<file path="src/rtl/uart_tx_arb_pkg.sv">
// Shared types, widths and the round-robin search used by the UART TX arbiter.
package uart_tx_arb_pkg;

    localparam int GID_W   = 3;
    localparam int MAX_REQ = 8;

    typedef enum logic {IDLE = 1'b0, LOCK = 1'b1} arb_state_e;

    typedef struct packed {
        logic             found;
        logic [GID_W-1:0] idx;
    } pick_t;

    // First set bit of valid, searching ptr, ptr+1, ... modulo nreq.
    function automatic pick_t rr_pick(input logic [MAX_REQ-1:0] valid,
                                      input logic [GID_W-1:0]   ptr,
                                      input int                 nreq);
        pick_t res;
        int    k;
        res = '0;
        k   = 0;
        for (int o = 0; o < MAX_REQ; o++) begin
            if (o < nreq && !res.found) begin
                k = (int'(ptr) + o) % nreq;
                if (valid[k[GID_W-1:0]]) begin
                    res.found = 1'b1;
                    res.idx   = k[GID_W-1:0];
                end
            end
        end
        return res;
    endfunction

endpackage

</file>
<file path="src/rtl/uart_tx_arb_if.sv">
// Requester byte streams and TX FIFO write port seen by the UART TX arbiter.
interface uart_tx_arb_if #(parameter int NREQ = 4);

    logic [NREQ-1:0]      req_valid;
    logic [NREQ-1:0][7:0] req_data;
    logic [NREQ-1:0]      req_last;
    logic [NREQ-1:0]      req_ready;
    logic                 fifo_full;
    logic                 fifo_wr;
    logic [7:0]           fifo_wdata;

    modport master (
        output req_valid, req_data, req_last, fifo_full,
        input  req_ready, fifo_wr, fifo_wdata
    );

    modport slave (
        input  req_valid, req_data, req_last, fifo_full,
        output req_ready, fifo_wr, fifo_wdata
    );

endinterface

</file>
<file path="src/rtl/uart_rr_pick.sv">
// Combinational round-robin picker: first valid requester at or after ptr.
module uart_rr_pick
    import uart_tx_arb_pkg::*;
#(
    parameter int NREQ = 4
) (
    input  logic [NREQ-1:0]  valid,
    input  logic [GID_W-1:0] ptr,
    output logic             found,
    output logic [GID_W-1:0] idx
);

    logic [MAX_REQ-1:0] valid_ext;
    pick_t              pick;

    always_comb begin
        valid_ext             = '0;
        valid_ext[NREQ-1:0]   = valid;
        pick                  = rr_pick(valid_ext, ptr, NREQ);
    end

    assign found = pick.found;
    assign idx   = pick.idx;

endmodule

</file>
<file path="src/rtl/uart_tx_arb.sv">
// Message-level round-robin arbiter in front of the UART TX FIFO write port.
// Optional idle-grant timeout release enabled by UART_TX_ARB_TIMEOUT_EN.
module uart_tx_arb
    import uart_tx_arb_pkg::*;
#(
    parameter int NREQ    = 4,
    parameter int TMO_CYC = 1024
) (
    input  logic             app_clk,
    input  logic             reset_n,
    input  logic             cfg_tx_enable,
    uart_tx_arb_if.slave     bus,
    output logic [GID_W-1:0] grant_id,
    output logic             busy,
    output logic             tmo_pulse
);

    arb_state_e       state, state_d;
    logic [GID_W-1:0] rr_ptr, rr_ptr_d, grant_d, pick_idx, next_ptr;
    logic             pick_found;
    logic [NREQ-1:0]  owner;
    logic             owner_valid, owner_last, xfer_any, xfer_last, tmo_hit;
    logic [7:0]       owner_data;

    uart_rr_pick #(.NREQ(NREQ)) u_pick (
        .valid (bus.req_valid),
        .ptr   (rr_ptr),
        .found (pick_found),
        .idx   (pick_idx)
    );

    // One-hot owner select avoids indexing NREQ-wide vectors with a 3-bit id.
    always_comb begin
        owner       = '0;
        owner_valid = 1'b0;
        owner_last  = 1'b0;
        owner_data  = '0;
        for (int i = 0; i < NREQ; i++) begin
            owner[i] = (grant_id == GID_W'(i));
            if (owner[i]) begin
                owner_valid = bus.req_valid[i];
                owner_last  = bus.req_last[i];
                owner_data  = bus.req_data[i];
            end
        end
    end

    assign bus.req_ready  = (state == LOCK && !bus.fifo_full && cfg_tx_enable) ? owner : '0;
    assign xfer_any       = |(bus.req_valid & bus.req_ready);
    assign xfer_last      = xfer_any & owner_last;
    assign bus.fifo_wr    = xfer_any;
    assign bus.fifo_wdata = xfer_any ? owner_data : 8'h00;
    assign busy           = (state == LOCK);
    assign next_ptr       = (grant_id == GID_W'(NREQ-1)) ? '0 : grant_id + 1'b1;

`ifdef UART_TX_ARB_TIMEOUT_EN
    localparam int CNT_W = $clog2(TMO_CYC) + 1;

    logic [CNT_W-1:0] tmo_cnt, tmo_cnt_d;

    // Fires on the cycle the counter would reach TMO_CYC-1; fifo_full stalls with valid high don't count.
    assign tmo_hit = (state == LOCK) && cfg_tx_enable && !owner_valid &&
                     (tmo_cnt == CNT_W'(TMO_CYC-2));

    always_comb begin
        tmo_cnt_d = tmo_cnt;
        if (state != LOCK || !cfg_tx_enable || xfer_any || tmo_hit)
            tmo_cnt_d = '0;
        else if (!owner_valid)
            tmo_cnt_d = tmo_cnt + 1'b1;
    end

    always_ff @(posedge app_clk or negedge reset_n) begin
        if (!reset_n) begin
            tmo_cnt   <= '0;
            tmo_pulse <= 1'b0;
        end else begin
            tmo_cnt   <= tmo_cnt_d;
            tmo_pulse <= tmo_hit;
        end
    end
`else
    assign tmo_hit   = 1'b0;
    assign tmo_pulse = 1'b0;
`endif

    always_comb begin
        state_d  = state;
        grant_d  = grant_id;
        rr_ptr_d = rr_ptr;
        if (!cfg_tx_enable) begin
            state_d = IDLE;
        end else begin
            case (state)
                IDLE: if (pick_found) begin
                    state_d = LOCK;
                    grant_d = pick_idx;
                end
                LOCK: if (xfer_last || tmo_hit) begin
                    state_d  = IDLE;
                    rr_ptr_d = next_ptr;
                end
                default: state_d = IDLE;
            endcase
        end
    end

    always_ff @(posedge app_clk or negedge reset_n) begin
        if (!reset_n) begin
            state    <= IDLE;
            rr_ptr   <= '0;
            grant_id <= '0;
        end else begin
            state    <= state_d;
            rr_ptr   <= rr_ptr_d;
            grant_id <= grant_d;
        end
    end

endmodule

</file>
<file path="src/flat_wrapper.sv">
// flat-port wrapper written by rule: the top's interface ports become plain ports
module uart_tx_arb_flat import uart_tx_arb_pkg::*;
#(
    parameter int NREQ    = 4,
    parameter int TMO_CYC = 1024
)
  (app_clk, reset_n, cfg_tx_enable, grant_id, busy, tmo_pulse, bus_req_valid, bus_req_data, bus_req_last, bus_fifo_full, bus_req_ready, bus_fifo_wr, bus_fifo_wdata);
  uart_tx_arb_if #(.NREQ(NREQ)) bus_i ();
  input  logic app_clk;
  input  logic reset_n;
  input  logic cfg_tx_enable;
  output logic [GID_W-1:0] grant_id;
  output logic busy;
  output logic tmo_pulse;
  input wire logic [$bits(bus_i.req_valid)-1:0] bus_req_valid;
  input wire logic [$bits(bus_i.req_data)-1:0] bus_req_data;
  input wire logic [$bits(bus_i.req_last)-1:0] bus_req_last;
  input wire logic [$bits(bus_i.fifo_full)-1:0] bus_fifo_full;
  output wire logic [$bits(bus_i.req_ready)-1:0] bus_req_ready;
  output wire logic [$bits(bus_i.fifo_wr)-1:0] bus_fifo_wr;
  output wire logic [$bits(bus_i.fifo_wdata)-1:0] bus_fifo_wdata;
  assign bus_i.req_valid = bus_req_valid;
  assign bus_i.req_data = bus_req_data;
  assign bus_i.req_last = bus_req_last;
  assign bus_i.fifo_full = bus_fifo_full;
  assign bus_req_ready = bus_i.req_ready;
  assign bus_fifo_wr = bus_i.fifo_wr;
  assign bus_fifo_wdata = bus_i.fifo_wdata;
  uart_tx_arb #(.NREQ(NREQ), .TMO_CYC(TMO_CYC)) u_core (.app_clk(app_clk), .reset_n(reset_n), .cfg_tx_enable(cfg_tx_enable), .bus(bus_i), .grant_id(grant_id), .busy(busy), .tmo_pulse(tmo_pulse));
endmodule
</file>
<file path="config.mk">
export PLATFORM = sky130hd
export DESIGN_NAME = uart_tx_arb_flat
export DESIGN_NICKNAME = d
export VERILOG_FILES = /design/src/rtl/uart_tx_arb_pkg.sv /design/src/rtl/uart_tx_arb_if.sv /design/src/rtl/uart_rr_pick.sv /design/src/rtl/uart_tx_arb.sv /design/src/flat_wrapper.sv
export SDC_FILE = /design/constraint.sdc
export NUM_CORES = 1
export LEC_CHECK = 0
export BUFFER_PORTS_ARGS = -buffer_cell sky130_fd_sc_hd__clkbuf_2
export CAP_MARGIN = 20
export CORE_MARGIN = 2
export CORE_UTILIZATION = 40
export CTS_BUF_LIST = sky130_fd_sc_hd__clkbuf_4 sky130_fd_sc_hd__clkbuf_8 sky130_fd_sc_hd__clkbuf_16
export CTS_CLUSTER_SIZE = 10
export DETAILED_ROUTE_END_ITERATION = 16
export PLACE_DENSITY_LB_ADDON = 0.25
export SYNTH_ARGS = -nofsm -noshare
export SYNTH_HDL_FRONTEND = slang
export SYNTH_SLANG_ARGS = --single-unit
</file>
<file path="constraint.sdc">
create_clock -name app_clk -period 4.4 [get_ports app_clk]
set_input_delay 0.22 -clock app_clk [delete_from_list [all_inputs] [get_ports app_clk]]
set_output_delay 0.22 -clock app_clk [all_outputs]
set_load 0.005 [all_outputs]
</file>
# After elaboration in Yosys (flattened, before gate mapping)
# Index checks and enable logic that the tools add are counted.
# word_totals
ff_bits	6
output_inout_bits	18
# op_classes
n_addsub	4
magnitude_cmp	4
eq_ne	3
mux	30
bitwise_logic	6
reduce_logical	10
# op_table
operator	n
two-way mux 8 bit	5
two-way mux 4 bit	8
< comparator 3 x 4 -> 1 bit (second input constant)	3
two-way mux 1 bit	11
binary-select mux 1 bit (select 3 bit)	3
== test 3 x 2 -> 1 bit (second input constant)	2
AND reduction 3 bit	2
OR reduction 2 bit	3
adder 2 x 1 -> 2 bit (second input constant)	2
adder 2 bit (second input constant)	2
bitwise AND 4 bit	1
< comparator 2 x 4 -> 1 bit (second input constant)	1
OR reduction 4 bit	1
bitwise AND 1 bit (first input constant)	3
== test 3 x 1 -> 1 bit (second input constant)	1
logical NOT 3 bit	1
binary-select mux 1 bit (select 2 bit)	1
logical AND 1 bit	2
two-way mux 2 bit	1
one-hot mux 1 bit (2 select lines)	1
bitwise AND 1 bit	1
logical NOT 1 bit	1
NOT 1 bit	1

# Logic depth before layout (Yosys ltp)
# Gate-level depths: netlist of the first run.
# logic_depth
ltp_word	14
mapped_depth	7

# Modules after synthesis
# A second synthesis of the first run with hierarchy kept.
# hier_totals
cells_unflattened	118
area_unflattened_um2	932.1
# modules_own_cells
mod	n_inst	cells_per_inst	area_per_inst_um2
uart_tx_arb	1	103	843.3
uart_rr_pick	1	15	88.8

# Worst setup path after synthesis of the first run
# OpenSTA, ideal clock, no wires.
# synth_timing
kind	reg2reg
startpoint	reg u_core.grant_id[0]
endpoint	reg u_core.rr_ptr[0]
setup_ns	0.125
t_arrival_ns	1.715
required_ns	4.275
path_slack_ns	2.560
path_stages_with_launch	8
n_path_buf	1
cell_sequence	dfrtp_1 -> inv_1 -> ha_1 -> nor2b_1 -> buf_2 -> a21oi_2 -> a2111oi_4 -> mux2_4
# synth_via
elab_chain_cells	7
# synth_lines
item	line	rtl
from (decl)	uart_tx_arb.sv:13	output logic [GID_W-1:0] grant_id,
from (signal assigned)	uart_tx_arb.sv:116	grant_id <= grant_d;
logical NOT 3 bit	uart_tx_arb.sv:39	owner[i] = (grant_id == GID_W'(i));
two-way mux 1 bit (4 in a row)	uart_tx_arb.sv:40	if (owner[i]) begin
bitwise AND 1 bit	uart_tx_arb.sv:50	assign xfer_last = xfer_any & owner_last;
AND reduction 3 bit (no source line)	-	
to (signal assigned)	uart_tx_arb.sv:115	rr_ptr <= rr_ptr_d;
to (decl)	uart_tx_arb.sv:19	logic [GID_W-1:0] rr_ptr, rr_ptr_d, grant_d, pick_idx, next_ptr;
# Parallel ways exist; a longest one is shown, timed or not.
# A chain may end at the register's enable or synchronous reset.

# Worst setup path in the final report of the first run
# layout_timing
startpoint	reg u_core.grant_id[1]
endpoint	out bus_fifo_wdata[3]
# layout_via
elab_chain_cells	6
# layout_lines
item	line	rtl
logical NOT 3 bit	uart_tx_arb.sv:39	
two-way mux 8 bit (4 in a row)	uart_tx_arb.sv:40	
two-way mux 8 bit *	uart_tx_arb.sv:52	assign bus.fifo_wdata = xfer_any ? owner_data : 8'h00;
to (decl)	flat_wrapper.sv:21	output wire logic [$bits(bus_i.fifo_wdata)-1:0] bus_fifo_wdata;
# Every way passes the cells marked *; elsewhere a longest branch is shown, timed or not.

==> results of run 1 <==
==> final cells by class <==
class                           instances  area share, %
Timing Repair Buffer                   60           28.0
Tap cell                               25           2.87
Sequential cell                         5           11.5
Inverter                               15           5.17
Clock buffer                            4           2.76
Multi-Input combinational cell         71           49.7
==> power by group through the flow <==
stage | Sequential (mW) | Combinational (mW) | Clock, mW
floorplan | 0.0804 | 0.248 | 0
global placement | 0.0834 | 0.305 | 0
detailed placement | 0.0860 | 0.309 | 0
CTS | 0.0847 | 0.311 | 0.0635
global route | 0.0882 | 0.345 | 0.0664
finish | 0.0855 | 0.310 | 0.0628
==> logic make-up (layout without fill, tap and decap cells) <==
kind of cell    count (synthesis)  count (layout)  synth area share, %
compound gates                 40              40                 43.6
simple gates                   23              23                 15.9
buf+inv                        23              79                 13.1
flops                           5               5                 16.4
fa+ha+maj                       4               4                 6.56
mux                             2               2                 3.93
other cells                     1               2                0.491
==> registers in the layout (all words and copies together) (netlist names) <==
| signal | cells |
|---|---|
| u_core.busy | 1 |
| u_core.grant_id | 2 |
| u_core.rr_ptr | 2 |
==> cells in the final DEF (no fill, tap or decap), types with 4 or more instances in the layout <==
| cell | synthesis | final |
|---|---|---|
| a21oi_1 | 11 | 11 |
| and2_1 | 4 | 4 |
| a211o_1 | 9 | 9 |
| clkbuf_4 | 0 | 4 |
| a221oi_1 | 8 | 8 |
| inv_1 | 15 | 15 |
| dfrtp_1 | 5 | 5 |
| clkbuf_2 | 0 | 59 |
| ha_1 | 4 | 4 |
| nand2_1 | 9 | 9 |
==> worst min-delay path, delay by kind of cell <==
family | cells | cell delay, ns
compound gates | 1 | 0.06
simple gates | 1 | 0.04
buf+inv | 1 | 0.09
==> final timing paths <==
path                       slack (ns)                             end  depth (start not counted)
setup / recovery                 1.79               bus_fifo_wdata[3]                          7
hold / removal                   0.21           u_core.busy$_DFF_PN0_                          3
setup reg to reg                 2.00    u_core.rr_ptr[0]$_DFFE_PN0P_                          5
hold reg to reg                  0.57  u_core.grant_id[1]$_DFFE_PN0P_                          1
max in group asynchronous        3.94  u_core.grant_id[0]$_DFFE_PN0P_                          2
min in group asynchronous        0.32           u_core.busy$_DFF_PN0_                          2
==> routing by layer <==
layer	track usage [%]	vias up	part of all wire (%)
met5	0	-	0
met4	6.49	0	0.31
met3	4.91	2	8.4
met2	33.1	37	46
met1	24.9	426	45
li1	-	464	-
==> flow_summary.ini, run 1 <==
[outcome]
status = finished clean

[final_layout]
final_core_utilization_pct = 61.8
multi_input_area_um2 = 542
finalInstanceArea_mm2 = 0.00109
fillers = 170
fin_cells = 180
syn2layout_area_growth_pct = 42.8
layout-drive-gt1-share_pct = 45.8
fin_nets = 204
seq_area_um2 = 125
diodes = 0

[floorplanning]
die-width_um = 47.7
start_util_pct = 43.3
core_mm2 = 0.00176
io_pins = 62
die_y_um = 47.7
rows = 15
die_area_mm2 = 0.00227

[hold_path]
hold_class = input pin to flop
min_from = cfg_tx_enable

[place]
portBuffers = 59
place_area_mm2 = 0.00105
post-dp-hpwl_mm = 1.82
gp_congestion = 0.826
placed_cells = 175
place_ws_ns = 2.00

[drt]
remaining_drc_errors = 0
num_vias = 929
antenna_left = 0
routed_via_density = 5.16
wire_per_inst_um = 12.5
wl_mm = 2.25
firstDrtPassIters = 4
dr.first_iter.drc_count = 21

[power]
sw_frac_of_total_pct = 43.7
ir_worst_vdd_mv = 0.366
power.total_mw = 0.458
net-switching-power_mw = 0.200
clkPwrFrac_pct = 13.7
p_int_mw = 0.258
comb_power_share_pct = 67.6
p_leak_nw = 0.617
seqPwrFrac_pct = 18.7
p_per_area_mw_per_mm2 = 420

[synthesis]
synth.most_common_cell = inv_1
synth_top_cell_by_area = dfrtp_1
async_flop_share_pct = 100
ys_ff_latch = 5
synth_area_um2 = 763
syn_avg_cell_area_um2 = 7.79
ys.flop_type = dfrtp_1
syn_inst = 98
yosysSeqAreaShare_pct = 16.4
synth.distinct_cells = 31
ys_top_cells_by_area = dfrtp_1, a211o_1, a221oi_1, inv_1, a21oi_1
ys_warn_count = 0
synth-edff-count = 0
yosysTopAreaCellShare_pct = 16.4
synth_commonest_cells = inv_1, a21oi_1, a211o_1, nand2_1, a221oi_1

[sta]
finalCritPeriodShare_pct = 59.4
final.setup.worst_slack_ns = 1.79
rsz0062_at_grt = no
drv_slew = 0
finalClockSkew_ns = 0.00458
fmax_mhz = 383
min_period_ns = 2.61
worstMarginPinSlew_ns = 0.772
finalSetupViolations = 0
hold_viol_final = 0
timing.hold.ws_ns = 0.207
relSlewSlack_pct = 48.5
timing.setup.tns_ns = 0

[grt]
grt_first_pass_wirelength_mm = 3.17
grt_max_degree = 23
grt_antenna_before_repair = 0
overflow = 0
track_usage_pct = 19.8
grt_pass1_vias = 756

[clocking]
cts_made_buffers = 3
cts.sinks = 5
cts_htree_levels = 1
cts_tree = yes
clkSlewWorstSetupHoldPaths_ns = 0.05
cts_setup_buffers = 0
cts-root-buf = clkbuf_4
clock_latency_ns = 0.25
postCtsResizedCells = 0
clock_path_buffers = 2
ctsHoldBuffers = 1

[critical_path]
crit_required_ns = 4.18
critical_path.startpoint = u_core.grant_id[1]$_DFFE_PN0P_
cp_cell_sequence = inv_1 > ha_1 > nor2b_1 > a221oi_1 > a211o_1 > a21oi_1 > clkbuf_2
worst-path-buf-inv = 2
r2r_start = u_core.grant_id[0]$_DFFE_PN0P_
end_kind = output port
critical_path.top_delay_family = compound AO/OA/AOI/OAI gates
crit_type = flop to output port
arrival_ns = 2.39
cp_max_fo = 12
start_kind = flop
max_stage_delay_ns = 0.57
crit_path_top_delay_cell = nor2b_1

[flow_run]
maxCapViolations = 0
Note: power is estimated with default switching activity, not from simulation.
==> run 2: changes to the inputs <==
--- a/config.mk
+++ b/config.mk
@@ -5,6 +5,7 @@
 export SDC_FILE = /design/constraint.sdc
 export NUM_CORES = 1
 export LEC_CHECK = 0
+export ABC_AREA = 1
 export BUFFER_PORTS_ARGS = -buffer_cell sky130_fd_sc_hd__clkbuf_2
 export CAP_MARGIN = 20
 export CORE_MARGIN = 2
==> constraint.sdc (replaced) <==
create_clock -name app_clk -period 2.64 [get_ports app_clk]
set_input_delay 0.132 -clock app_clk [delete_from_list [all_inputs] [get_ports app_clk]]
set_output_delay 0.132 -clock app_clk [all_outputs]
set_load 0.005 [all_outputs]
==> run 2 against run 1 <==
  * Worst hold slack better by 0.016 ns
  * Via count increased by 26%
  * Clock-buffer cell count stayed put
  * Final area increased by 15%
  * Cell count rose by 33%
  * Clock power is 61% higher
  * Critical path depth rose by 1
  * Combinational power rose to 2.8 times the previous value
  * Sequential power increased by 100%
  * Sequential share of layout area fell by 1.5 points
  * Core utilization shrank 4.4 points
  * Register-to-register slack lost 1.3 ns
  * Largest cell class unchanged
  * Highest routed layer is now met3
==> flow_summary.ini, run 2 <==
[clocking]
cts_made_buffers = 3
cts.sinks = 5
cts_setup_buffers = 0
clock_path_buffers = 2
cts-root-buf = clkbuf_4
clkSlewWorstSetupHoldPaths_ns = 0.05
cts_tree = yes
cts_htree_levels = 1
clock_latency_ns = 0.24

[critical_path]
max_stage_delay_ns = 0.40
cp_max_fo = 11
crit_required_ns = 2.51
regToRegSetupSlack_ns = 0.67
crit_path_top_delay_cell = dfrtp_1
crit_type = flop to output port
arrival_ns = 2.12
worst-path-buf-inv = 2
path_common_cell = o21ai_0
end_kind = output port
critical_path.top_delay_family = simple AND/OR/NAND/NOR gates
cp_cell_sequence = inv_1 > ha_1 > nor2_2 > a22oi_1 > o21ai_0 > o21ai_0 > nor2_1 > clkbuf_2
start_kind = flop

[drt]
dr.first_iter.drc_count = 22
wire_per_inst_um = 11.2
remaining_drc_errors = 0
firstDrtPassIters = 4
routed_via_density = 4.86
antenna_left = 0
wl_mm = 2.70
num_vias = 1167

[place]
post-dp-hpwl_mm = 2.23
portBuffers = 59
gp_congestion = 0.873

[synthesis]
ys.flop_type = dfrtp_1
synth_area_um2 = 926
syn_inst = 154
syn_avg_cell_area_um2 = 6.01
async_flop_share_pct = 100
synth.most_common_cell = nand2_1
synth.distinct_cells = 26
yosysTopAreaCellShare_pct = 13.5
synth_top_cell_by_area = dfrtp_1
ys_warn_count = 0
synth-edff-count = 0
synth_commonest_cells = nand2_1, inv_1, nor2_1
yosysSeqAreaShare_pct = 13.5
ys_top_cells_by_area = dfrtp_1, nand2_1, nand2_2, o21ai_0, a22oi_1
ys_ff_latch = 5

[grt]
grt_pass1_vias = 1060
grt_first_pass_wirelength_mm = 4.22
overflow = 0
track_usage_pct = 20.3
grt_max_degree = 19
grt_antenna_before_repair = 0

[flow_run]
maxCapViolations = 0

[power]
p_int_mw = 0.518
seqPwrFrac_pct = 15.0
p_per_area_mw_per_mm2 = 921
clkPwrFrac_pct = 8.7
net-switching-power_mw = 0.639
sw_frac_of_total_pct = 55.2
p_leak_nw = 0.724
comb_power_share_pct = 76.3
ir_worst_vdd_mv = 0.555

[final_layout]
fin_nets = 261
layout-drive-gt1-share_pct = 43.4
final_common_cell = clkbuf_2
syn2layout_area_growth_pct = 35.7
diodes = 0
layout_common_cells = clkbuf_2, nand2_1, inv_1, nor2_1, o21ai_0

[outcome]
status = finished clean

[floorplanning]
die-width_um = 52.1
start_util_pct = 42.3
io_pins = 62
core_mm2 = 0.00219
die_area_mm2 = 0.00272
rows = 17
die_y_um = 52.1

[sta]
finalClockSkew_ns = 0.00458
timing.setup.tns_ns = 0
timing.hold.ws_ns = 0.223
drv_slew = 0
min_period_ns = 2.25
finalCritPeriodShare_pct = 85.2
fmax_mhz = 445
hold_viol_final = 0
rsz0062_at_grt = no
finalSetupViolations = 0

[hold_path]
hold_class = input pin to flop
## run 2: power groups by stage
stage	sequential (mW)	combinational (mW)	clock, mW
after global routing	0.181	1.01	0.108
after CTS	0.174	0.890	0.101
final	0.173	0.883	0.101
after detailed placement	0.174	0.884	0
after global placement	0.170	0.857	0
after floorplan	0.147	0.728	0
## run 2: worst paths after layout
check                                          startpoint                             end  cells after the start
setup / recovery           u_core.grant_id[1]$_DFFE_PN0P_               bus_fifo_wdata[7]                      8
hold / removal                              cfg_tx_enable           u_core.busy$_DFF_PN0_                      5
setup reg to reg           u_core.grant_id[1]$_DFFE_PN0P_    u_core.rr_ptr[0]$_DFFE_PN0P_                     10
hold reg to reg            u_core.grant_id[1]$_DFFE_PN0P_  u_core.grant_id[1]$_DFFE_PN0P_                      2
max in group asynchronous                         reset_n  u_core.grant_id[0]$_DFFE_PN0P_                      2
min in group asynchronous                         reset_n           u_core.busy$_DFF_PN0_                      2
## run 2: area by class of cell
cell class	count	area, µm²
Fill cell	227	935
Multi-Input combinational cell	120	663
Timing Repair Buffer	61	313
Sequential cell	5	125
Inverter	22	90.1
Tap cell	28	35.0
Clock buffer	4	30.0
## run 2: metrics by stage
stage / cells / setup slack [ns] / utilization (%) / area [µm²] / total power, mW
finish: 240 / 0.391 / 57.3 / 1260 / 1.16
global route: 240 / 0.156 / 57.3 / 1260 / 1.30
CTS: 240 / 0.392 / 57.3 / 1260 / 1.17
detailed placement: 235 / 0.646 / 55.5 / 1220 / 1.06
global placement: 235 / 0.743 / 55.5 / 1220 / 1.03
floorplan: 155 / 1.07 / - / 930 / 0.875
## run 2: logic make-up (layout without fill, tap and decap cells)
kind of cell | count (synthesis) | count (layout) | share of synthesized area [%]
AO/OA/AOI/OAI | 38 | 38 | 23.4
adder cells (fa/ha/maj) | 4 | 4 | 5.41
buffers and inverters | 30 | 87 | 15.3
flip-flops | 5 | 5 | 13.5
other | 1 | 2 | 0.405
AND/OR/NAND/NOR | 76 | 76 | 42.0
## run 2: layer usage
metal	global-route usage (%)	vias to the layer above	wire length, µm
met3	3.45	0	202
li1	-	609	-
met4	7.02	0	0
met5	0	-	0
met1	22.1	508	1150
met2	38.8	50	1350
## run 2: repair_timing
action,in CTS,in global routing
hold buffers,1,0
hold endpoints to repair,5,0
resized for setup,0,0
## run 2: worst min-delay path, stage by stage
cell      delay, ns
clkbuf_2       0.09
nand2_1        0.07
inv_1          0.05
nand2_1        0.04
nand2_1        0.05
==> run 3: changes to the inputs <==
--- a/config.mk
+++ b/config.mk
@@ -16,4 +16,5 @@
 export PLACE_DENSITY_LB_ADDON = 0.25
 export SYNTH_ARGS = -nofsm -noshare
 export SYNTH_HDL_FRONTEND = slang
+export SYNTH_HIERARCHICAL = 1
 export SYNTH_SLANG_ARGS = --single-unit
==> run 3 against run 2 <==
  * Critical path depth is 2 higher
  * Combinational power is 14% lower
  * Final area grew 13%
  * Clock skew decreased by 0.0027 ns
  * Core utilization is 4.8 points lower
  * Maximum frequency grew 2.5%
  * Synthesized cell count up 18%
  * Clock power down 17%
  * Worst hold slack better by 0.023 ns
  * Via count rose by 10%
  * Synthesized area up 21%
  * Sequential cell count rose by 1
  * Critical endpoint is now bus_fifo_wdata[5]
  * Largest cell class unchanged
  * Largest power group unchanged
  * Highest routed layer is now met4
==> flow_summary.ini, run 3 <==
[grt]
track_usage_pct = 18.2
use_met2_pct = 30.0
grt_max_degree = 19
grt_first_pass_wirelength_mm = 4.79
grt_util_met1_pct = 25.4
overflow = 0
use_met3_pct = 3.40
grt_pass1_vias = 1122
grt_antenna_before_repair = 0
top_usage_layer = met2

[clocking]
clkSlewWorstSetupHoldPaths_ns = 0.04
clock_latency_ns = 0.25
cts_tree = yes
cts_setup_buffers = 0
cts-root-buf = clkbuf_4
clock_path_buffers = 2
cts.sinks = 6
cts_made_buffers = 3
cts_htree_levels = 1

[floorplanning]
core_mm2 = 0.00271
rows = 19
die_y_um = 56.9
die_area_mm2 = 0.00324
start_util_pct = 41.4
io_pins = 62
die-width_um = 56.9

[drt]
remaining_drc_errors = 0
num_vias = 1286
dr.first_iter.drc_count = 45
wl_mm = 2.89
firstDrtPassIters = 4
wire_per_inst_um = 10.7
antenna_left = 0
routed_via_density = 4.78

[place]
portBuffers = 60
gp_congestion = 0.898
place_ws_ns = 0.693
post-dp-hpwl_mm = 2.43
place_area_mm2 = 0.00139
placed_cells = 265

[sta]
drv_slew = 0
final.setup.worst_slack_ns = 0.445
fmax_mhz = 456
finalCritPeriodShare_pct = 83.1
timing.hold.ws_ns = 0.246
finalSetupViolations = 0
worstMarginPinSlew_ns = 0.606
min_period_ns = 2.20
finalClockSkew_ns = 0.00186
rsz0062_at_grt = no
relSlewSlack_pct = 59.6
timing.setup.tns_ns = 0
hold_viol_final = 0

[power]
p_leak_nw = 0.816
power.total_mw = 1.06
ir_worst_vdd_mv = 0.563
p_per_area_mw_per_mm2 = 745

[critical_path]
regToRegSetupSlack_ns = 0.80
r2r_cells = 10
crit_type = flop to output port
r2r_start = u_core/grant_id[0]$_DFFE_PN0P_
critical_path.startpoint = u_core/grant_id[0]$_DFFE_PN0P_
start_kind = flop
cp_max_fo = 13
r2r-end = u_core/rr_ptr[0]$_DFFE_PN0P_
end_kind = output port
crit_required_ns = 2.51
crit_end = bus_fifo_wdata[5]
arrival_ns = 2.06

[synthesis]
synth_area_mm2 = 0.00112
ys_warn_count = 6
syn_avg_cell_area_um2 = 6.16
syn_nets = 230
syn_inst = 182

[final_layout]
layout-drive-gt1-share_pct = 42.0
layout_common_cells = clkbuf_2, nand2_1, nor2_1, inv_1, nand3_1
finalInstanceArea_mm2 = 0.00142
fillers = 301
final_core_utilization_pct = 52.5
diodes = 0
largest_reg_flops = 3
syn2layout_area_growth_pct = 27.0
fin_cells = 269
final_common_cell = clkbuf_2
top_register = u_core/grant_id
fin_nets = 288

[hold_path]
hold_class = input pin to async pin

[flow_run]
maxCapViolations = 0

[outcome]
status = finished clean
[run 3: how the worst min path moves through the flow]
| stage | start | to | slack, ns | depth (start not counted) |
|---|---|---|---|---|
| 3_3_place_gp | reset_n | u_core/busy$_DFF_PN0_ | -0.03 | 1 |
| 5_1_grt | reset_n | u_core/grant_id[0]$_DFFE_PN0P_ | 0.26 | 2 |
| 4_1_cts | reset_n | u_core/grant_id[0]$_DFFE_PN0P_ | 0.24 | 2 |
| 6_report | reset_n | u_core/grant_id[0]$_DFFE_PN0P_ | 0.25 | 2 |
| 3_5_place_dp | reset_n | u_core/busy$_DFF_PN0_ | -0.03 | 1 |
| 2_1_floorplan | reset_n | u_core/busy$_DFF_PN0_ | -0.16 | 0 |
[run 3: what timing repair did]
| item | in CTS | in global routing |
|---|---|---|
| resized for setup | 0 | 0 |
| hold buffers | 1 | 0 |
| hold endpoints to repair | 6 | 0 |
[run 3: critical path, cell delays in order (launching register included)]
cell and delay [ns]:
dfrtp_1 0.42, inv_1 0.10, ha_1 0.23, inv_1 0.17
nor2_8 0.07, nand3_1 0.12, nand2_2 0.07, nor2_4 0.35
nor2_2 0.05, o21a_1 0.12, clkbuf_2 0.11
[run 3: area by class of cell]
class | count | area (µm²) | share of cell area (%)
Multi-Input combinational cell | 142 | 800 | 56.2
Timing Repair Buffer | 61 | 310 | 21.8
Sequential cell | 6 | 150 | 10.5
Inverter | 26 | 103 | 7.21
Tap cell | 31 | 38.8 | 2.72
Clock buffer | 3 | 22.5 | 1.58
[run 3: per-layer routing]
| metal | vias to the layer above | wire length [µm] |
|---|---|---|
| met2 | 41 | 1340 |
| met5 | - | 0 |
| li1 | 684 | - |
| met1 | 558 | 1390 |
| met4 | 0 | 15 |
| met3 | 3 | 144 |
[run 3: where the power goes]
part	switching (mW)	internal [mW]
Combinational	0.490	0.269
Clock	0.0325	0.0514
Sequential	0.0887	0.130
Total	0.611	0.450
